<file path="config.mk">
export PLATFORM = sky130hd
export DESIGN_NAME = uart_rx
export DESIGN_NICKNAME = d
export VERILOG_FILES = /design/src/rtl/uart_rx.sv
export SDC_FILE = /design/constraint.sdc
export NUM_CORES = 1
export LEC_CHECK = 0
export CORE_ASPECT_RATIO = 1.25
export CORE_UTILIZATION = 40
export DETAILED_ROUTE_END_ITERATION = 8
export SLEW_MARGIN = 20
export SYNTH_ARGS = -nofsm -noshare
export SYNTH_HDL_FRONTEND = slang
export SYNTH_SLANG_ARGS = --single-unit
</file>
<file path="constraint.sdc">
create_clock -name sys_clk -period 2.5 [get_ports sys_clk]
set_input_delay 0.375 -clock sys_clk [delete_from_list [all_inputs] [get_ports sys_clk]]
set_output_delay 0.375 -clock sys_clk [all_outputs]
set_load 0.02 [all_outputs]
</file>
<file path="src/rtl/uart_rx.sv">
// uart_rx: UART receiver paired with uart_tx.
// Oversamples the serial line with a 16x baud_tick enable, deframes
// start/data/parity/stop according to the line-control inputs, and
// presents each character in a one-deep holding register.
//
// Ports:
//   sys_clk        system clock, all logic on posedge
//   reset          synchronous active-high reset
//   baud_tick      1-cycle enable, OVERSAMPLE pulses per bit period
//   rxd_i          serial input, idle high, asynchronous to sys_clk
//   parity_en      1 = parity bit present
//   sticky_parity  1 = parity bit forced to ~eps
//   eps            1 = even parity, 0 = odd
//   stop_bit       number of stop bits; only the first one is checked
//   wls            word length = 5 + wls
//   rx_rd_en       consumer pops the holding register
//   rx_data_o      received character, unused MSBs zero
//   rx_valid       holding register full
//   parity_err     parity mismatch for the held character
//   framing_err    first stop bit sampled low
//   break_int      line low for the whole frame including stop
//   overrun_err    character completed while rx_valid was set
//   rx_busy        receiver is inside a frame
module uart_rx #(
  parameter int OVERSAMPLE = 16
) (
  input  logic       sys_clk,
  input  logic       reset,
  input  logic       baud_tick,
  input  logic       rxd_i,
  input  logic       parity_en,
  input  logic       sticky_parity,
  input  logic       eps,
  input  logic       stop_bit,
  input  logic [1:0] wls,
  input  logic       rx_rd_en,
  output logic [7:0] rx_data_o,
  output logic       rx_valid,
  output logic       parity_err,
  output logic       framing_err,
  output logic       break_int,
  output logic       overrun_err,
  output logic       rx_busy
);

  localparam int TW = $clog2(OVERSAMPLE);
  localparam logic [TW-1:0] TICK_ZERO = TW'(0);
  localparam logic [TW-1:0] TICK_ONE  = TW'(1);
  localparam logic [TW-1:0] TICK_HALF = TW'(OVERSAMPLE / 2 - 1);
  localparam logic [TW-1:0] TICK_LAST = TW'(OVERSAMPLE - 1);

  typedef enum logic [2:0] {
    S_IDLE   = 3'd0,
    S_START  = 3'd1,
    S_DATA   = 3'd2,
    S_PARITY = 3'd3,
    S_STOP   = 3'd4
  } state_t;

  // Data is shifted in from the top, so a short word sits in the MSBs.
  function automatic logic [7:0] align_data(input logic [7:0] sh, input logic [1:0] w);
    logic [7:0] d;
    case (w)
      2'b00:   d = {3'b000, sh[7:3]};
      2'b01:   d = {2'b00, sh[7:2]};
      2'b10:   d = {1'b0, sh[7:1]};
      2'b11:   d = sh;
      default: d = sh;
    endcase
    return d;
  endfunction

  // Unused MSBs are zero, so a full 8-bit reduction covers only active bits.
  function automatic logic expected_parity(input logic [7:0] d, input logic sp, input logic ep);
    logic p;
    if (sp) begin
      p = ~ep;
    end else if (ep) begin
      p = ^d;
    end else begin
      p = ~^d;
    end
    return p;
  endfunction

  logic          sync1_r, rxs_r;
  state_t        state_r, state_s;
  logic [TW-1:0] tick_r, tick_s;
  logic [2:0]    bit_r, bit_s;
  logic [7:0]    shift_r, shift_s;
  logic [1:0]    wls_r, wls_s;
  logic          pe_r, pe_s, sp_r, sp_s, ep_r, ep_s;
  logic          par_bit_r, par_bit_s;
  logic          perr_r, perr_s, ferr_r, ferr_s, brk_r, brk_s;
  logic          hold_r, hold_s;
  logic          done_r, done_s;
  logic [7:0]    frame_data_s;
  logic [2:0]    last_bit_s;
  logic          unused_s;

  // Extra stop bits are never checked, so the stop-bit count is not needed.
  assign unused_s     = stop_bit;
  assign frame_data_s = align_data(shift_r, wls_r);
  assign last_bit_s   = 3'd4 + {1'b0, wls_r};

  // Next-state and frame datapath decode
  always_comb begin
    state_s   = state_r;
    tick_s    = tick_r;
    bit_s     = bit_r;
    shift_s   = shift_r;
    wls_s     = wls_r;
    pe_s      = pe_r;
    sp_s      = sp_r;
    ep_s      = ep_r;
    par_bit_s = par_bit_r;
    perr_s    = perr_r;
    ferr_s    = ferr_r;
    brk_s     = brk_r;
    hold_s    = hold_r;
    done_s    = 1'b0;
    case (state_r)
      S_IDLE: begin
        if (hold_r) begin
          // after a break the line must return high before re-arming
          hold_s = ~rxs_r;
        end else if (!rxs_r) begin
          state_s   = S_START;
          tick_s    = TICK_ZERO;
          bit_s     = 3'd0;
          par_bit_s = 1'b0;
          perr_s    = 1'b0;
          wls_s     = wls;
          pe_s      = parity_en;
          sp_s      = sticky_parity;
          ep_s      = eps;
        end else begin
          state_s = S_IDLE;
        end
      end
      S_START: begin
        if (!baud_tick) begin
          state_s = S_START;
        end else if (tick_r != TICK_HALF) begin
          tick_s = tick_r + TICK_ONE;
        end else if (rxs_r) begin
          state_s = S_IDLE;  // start bit did not survive to mid-bit: glitch
        end else begin
          state_s = S_DATA;
          tick_s  = TICK_ZERO;
        end
      end
      S_DATA: begin
        if (!baud_tick) begin
          state_s = S_DATA;
        end else if (tick_r != TICK_LAST) begin
          tick_s = tick_r + TICK_ONE;
        end else begin
          tick_s  = TICK_ZERO;
          shift_s = {rxs_r, shift_r[7:1]};
          if (bit_r == last_bit_s) begin
            bit_s   = 3'd0;
            state_s = pe_r ? S_PARITY : S_STOP;
          end else begin
            bit_s = bit_r + 3'd1;
          end
        end
      end
      S_PARITY: begin
        if (!baud_tick) begin
          state_s = S_PARITY;
        end else if (tick_r != TICK_LAST) begin
          tick_s = tick_r + TICK_ONE;
        end else begin
          tick_s    = TICK_ZERO;
          par_bit_s = rxs_r;
          perr_s    = (rxs_r != expected_parity(frame_data_s, sp_r, ep_r));
          state_s   = S_STOP;
        end
      end
      S_STOP: begin
        if (!baud_tick) begin
          state_s = S_STOP;
        end else if (tick_r != TICK_LAST) begin
          tick_s = tick_r + TICK_ONE;
        end else begin
          tick_s  = TICK_ZERO;
          state_s = S_IDLE;
          done_s  = 1'b1;
          ferr_s  = ~rxs_r;
          brk_s   = ~rxs_r & (frame_data_s == 8'h00) & (~pe_r | ~par_bit_r);
          hold_s  = ~rxs_r & (frame_data_s == 8'h00) & (~pe_r | ~par_bit_r);
        end
      end
      default: begin
        state_s = S_IDLE;
      end
    endcase
  end

  // Line synchronizer, FSM state and frame datapath registers
  always_ff @(posedge sys_clk) begin
    if (reset) begin
      sync1_r   <= 1'b1;
      rxs_r     <= 1'b1;
      state_r   <= S_IDLE;
      tick_r    <= TICK_ZERO;
      bit_r     <= 3'd0;
      shift_r   <= 8'h00;
      wls_r     <= 2'b00;
      pe_r      <= 1'b0;
      sp_r      <= 1'b0;
      ep_r      <= 1'b0;
      par_bit_r <= 1'b0;
      perr_r    <= 1'b0;
      ferr_r    <= 1'b0;
      brk_r     <= 1'b0;
      hold_r    <= 1'b0;
      done_r    <= 1'b0;
    end else begin
      sync1_r   <= rxd_i;
      rxs_r     <= sync1_r;
      state_r   <= state_s;
      tick_r    <= tick_s;
      bit_r     <= bit_s;
      shift_r   <= shift_s;
      wls_r     <= wls_s;
      pe_r      <= pe_s;
      sp_r      <= sp_s;
      ep_r      <= ep_s;
      par_bit_r <= par_bit_s;
      perr_r    <= perr_s;
      ferr_r    <= ferr_s;
      brk_r     <= brk_s;
      hold_r    <= hold_s;
      done_r    <= done_s;
    end
  end

  // Holding register, status flags and read handshake
  always_ff @(posedge sys_clk) begin
    if (reset) begin
      rx_data_o   <= 8'h00;
      rx_valid    <= 1'b0;
      parity_err  <= 1'b0;
      framing_err <= 1'b0;
      break_int   <= 1'b0;
      overrun_err <= 1'b0;
      rx_busy     <= 1'b0;
    end else begin
      rx_busy <= (state_s != S_IDLE);
      if (done_r) begin
        rx_data_o   <= frame_data_s;
        parity_err  <= perr_r;
        framing_err <= ferr_r;
        break_int   <= brk_r;
        rx_valid    <= 1'b1;
        if (rx_valid && !rx_rd_en) begin
          overrun_err <= 1'b1;
        end else if (rx_valid && rx_rd_en) begin
          overrun_err <= 1'b0;  // same-cycle pop frees the slot
        end else begin
          overrun_err <= overrun_err;
        end
      end else if (rx_rd_en && rx_valid) begin
        rx_valid    <= 1'b0;
        parity_err  <= 1'b0;
        framing_err <= 1'b0;
        break_int   <= 1'b0;
        overrun_err <= 1'b0;
      end else begin
        rx_valid <= rx_valid;
      end
    end
  end

endmodule

</file>
==> metrics.cfg <==
[floorplan]
ios = 25
die_w_um = 70.7
num_rows = 30
core_area_sq_um = 5560
fp.dieArea_sq_um = 6210
die_height_um = 87.8
start_util_pct = 42.4

[timing]
relSlewSlack_pct = 55.5
final.setup.worst_slack_ns = 0.202
hold_viol_final = 0
min_period_ns = 2.30
period_share_pct = 91.9
finalSetupViolCount = 0
fin_setup_tns_ns = 0
worst_slew_pin_slew_ns = 0.667
clock_skew_ns = 0.00826
clock.fmax_mhz = 435
rsz0062_at_grt = no
slew_viol_final = 0

[drt]
postRouteAntennaNets = 0
first_iter_violations = 100
firstDrtPassIters = 6
drt-vias-per-instance = 5.43
drt-total-wl_um = 4860
drc = 2
dr_total_vias = 1939
routedWlPerCell_um = 13.6

[place]
globalplace.congestion = 0.777
dp_hpwl_um = 3490
dp.cells = 350
place_ws_ns = 0.235
io_buffers = 23

[synthesis]
syn_inst = 272
ys.flop_type = dfxtp_1
ys_warn_count = 0
synth-seq-area-share_pct = 38.2
synth_cell_types = 55
ys_ff_latch = 45
synth_top_area_share_pct = 38.2
syn_area_per_cell_sq_um = 8.67
netlist_area_sq_um = 2360
synth-async-reset-ratio_pct = 0
ys_top_cells_by_area = dfxtp_1, a21oi_1, mux2_2
yosys.area.top_type = dfxtp_1
yosys-top-cells-count = dfxtp_1, nand2_1, a21oi_1
synth_most_common_cell = dfxtp_1
synth_edf_count = 0
syn_nets = 289

[cts]
cts-root-buf = clkbuf_8
cts_tree = built
cts_sinks = 45
clock_latency_ns = 0.30
ctsResizeCount = 0
cts_buffers = 5
h-tree-depth = 2
ctsHoldBuffers = 0
clk_path_buf_depth = 2
clk_pin_slew_ns = 0.08
post-cts-setup-buffers = 0

[outcome]
violations = DRC
outcome = finished with violations

[pwr]
switching_share_pct = 22.6
power_density_nw_per_um2 = 474
p_switching_uw = 289
power_leakage_nw = 0.960
power_mw = 1.28
vdd_drop_max_uv = 330
comb_power_share_pct = 7.4
seq_power_share_pct = 57.3
internal-power_uw = 992
pwr-share-clk_pct = 35.2

[setup_path]
critPathRequiredTime_ns = 2.73
worstSetupStartpoint = wls_r[1]
cp-end-kind = flip-flop
r2r_start = wls_r[1]
critPathMaxFanout = 5
worstRegToRegCells = 8
startpoint_type = flip-flop
endpoint = perr_r
crit_arrival_ns = 2.53
rrSetupSlack_ns = 0.20
path_class = reg2reg
r2r_end = perr_r

[global_routing]
grt_overflow = 0
grt_pass1_wl_um = 8310
antenna_found_initial = 0
track_usage_pct = 17.0
grt_start_max_net_pins = 43
first_global_vias = 1832

[final_layout]
insertedDiodeCount = 0
final-instance-count-excl-fill = 357
n_fill_cell = 548
area_growth_pct = 14.7
register_area_sq_um = 901
nets = 310
multi_input_area_sq_um = 1310
layout-drive-gt1-share_pct = 12.3

[job]
max_cap_viol_count = 0

[hold_path]
min_path_type = reg2reg

-- kinds of logic after synthesis --
family                     Yosys count  share of synthesized area (%)
AOI/OAI and AO/OA                   57                           15.3
muxes                               23                           10.4
adders and majority gates            6                           3.18
DFF                                 45                           38.2
buffers and inverters               27                           6.26
xor gates and xnor gates             9                           3.34
and+or+nand+nor                    105                           23.3
-- sequential cells by signal, indices dropped and copies added (netlist names), 2 cells and up, named ones only --
signal	cells
tick_r	4
state_r	3
bit_r	3
rx_data_o	8
shift_r	8
wls_r	2
-- final cells by class --
| type | instances | area share (%) |
|---|---|---|
| Multi-Input combinational cell | 200 | 48.4 |
| Sequential cell | 45 | 33.3 |
| Timing Repair Buffer | 31 | 10.7 |
| Clock buffer | 7 | 3.19 |
| Tap cell | 64 | 2.96 |
| Inverter | 10 | 1.39 |
-- stage by stage --
step                util, %  hold WS, ns  cell area (sq um)
floorplan                 -        0.389               2360
detailed placement     47.1        0.393               2620
finish                 48.7        0.411               2700
CTS                    48.7        0.412               2700
global route           48.7        0.420               2700
global placement       47.1        0.393               2620
-- power groups by stage --
stage	Sequential, mW	Combinational [mW]	Clock, mW
floorplan	0.747	0.0691	0
CTS	0.735	0.0958	0.469
detailed placement	0.752	0.0952	0
finish	0.735	0.0953	0.451
global placement	0.752	0.0951	0
global route	0.736	0.103	0.492
-- layout by cell type (no fill, tap or decap), types with 7 or more instances in the layout --
cell type        netlist  final
a21oi_1               28     28
buf_4                  2      8
clkdlybuf4s50_1        0     23
dfxtp_1               45     45
inv_1                  9      9
mux2_2                11     11
mux2i_1               12     12
nand2_1               31     31
nand3_1               10     10
nor2_1                26     26
o21ai_0                7      7
xnor2_1                8      8
-- per-layer routing --
| metal | wire length (um) | part of all wire [%] | up-vias | GRT usage [%] |
|---|---|---|---|---|
| met5 | 0 | 0 | - | 0 |
| li1 | - | - | 993 | - |
| met3 | 150 | 3.1 | 9 | 3.45 |
| met2 | 2300 | 47 | 34 | 29.0 |
| met1 | 2300 | 47 | 903 | 21.1 |
| met4 | 104 | 2.1 | 0 | 6.73 |
-- critical path, stage by stage, from the launching register on --
cell,delay [ns]
dfxtp_1,0.41
mux2_2,0.37
a21oi_1,0.24
ha_1,0.29
xnor2_1,0.14
xnor2_1,0.15
or3_1,0.35
a21o_1,0.16
a21oi_1,0.12
-- how the worst min path moves through the flow --
stage | start | endpoint | slack (ns) | depth (start not counted)
after floorplan | sync1_r | rxs_r | 0.39 | 1
after global placement | sync1_r | rxs_r | 0.39 | 1
after detailed placement | sync1_r | rxs_r | 0.39 | 1
after CTS | sync1_r | rxs_r | 0.41 | 1
after global routing | sync1_r | rxs_r | 0.42 | 1
final | sync1_r | rxs_r | 0.41 | 1
Note: power is estimated with default switching activity, not from simulation.
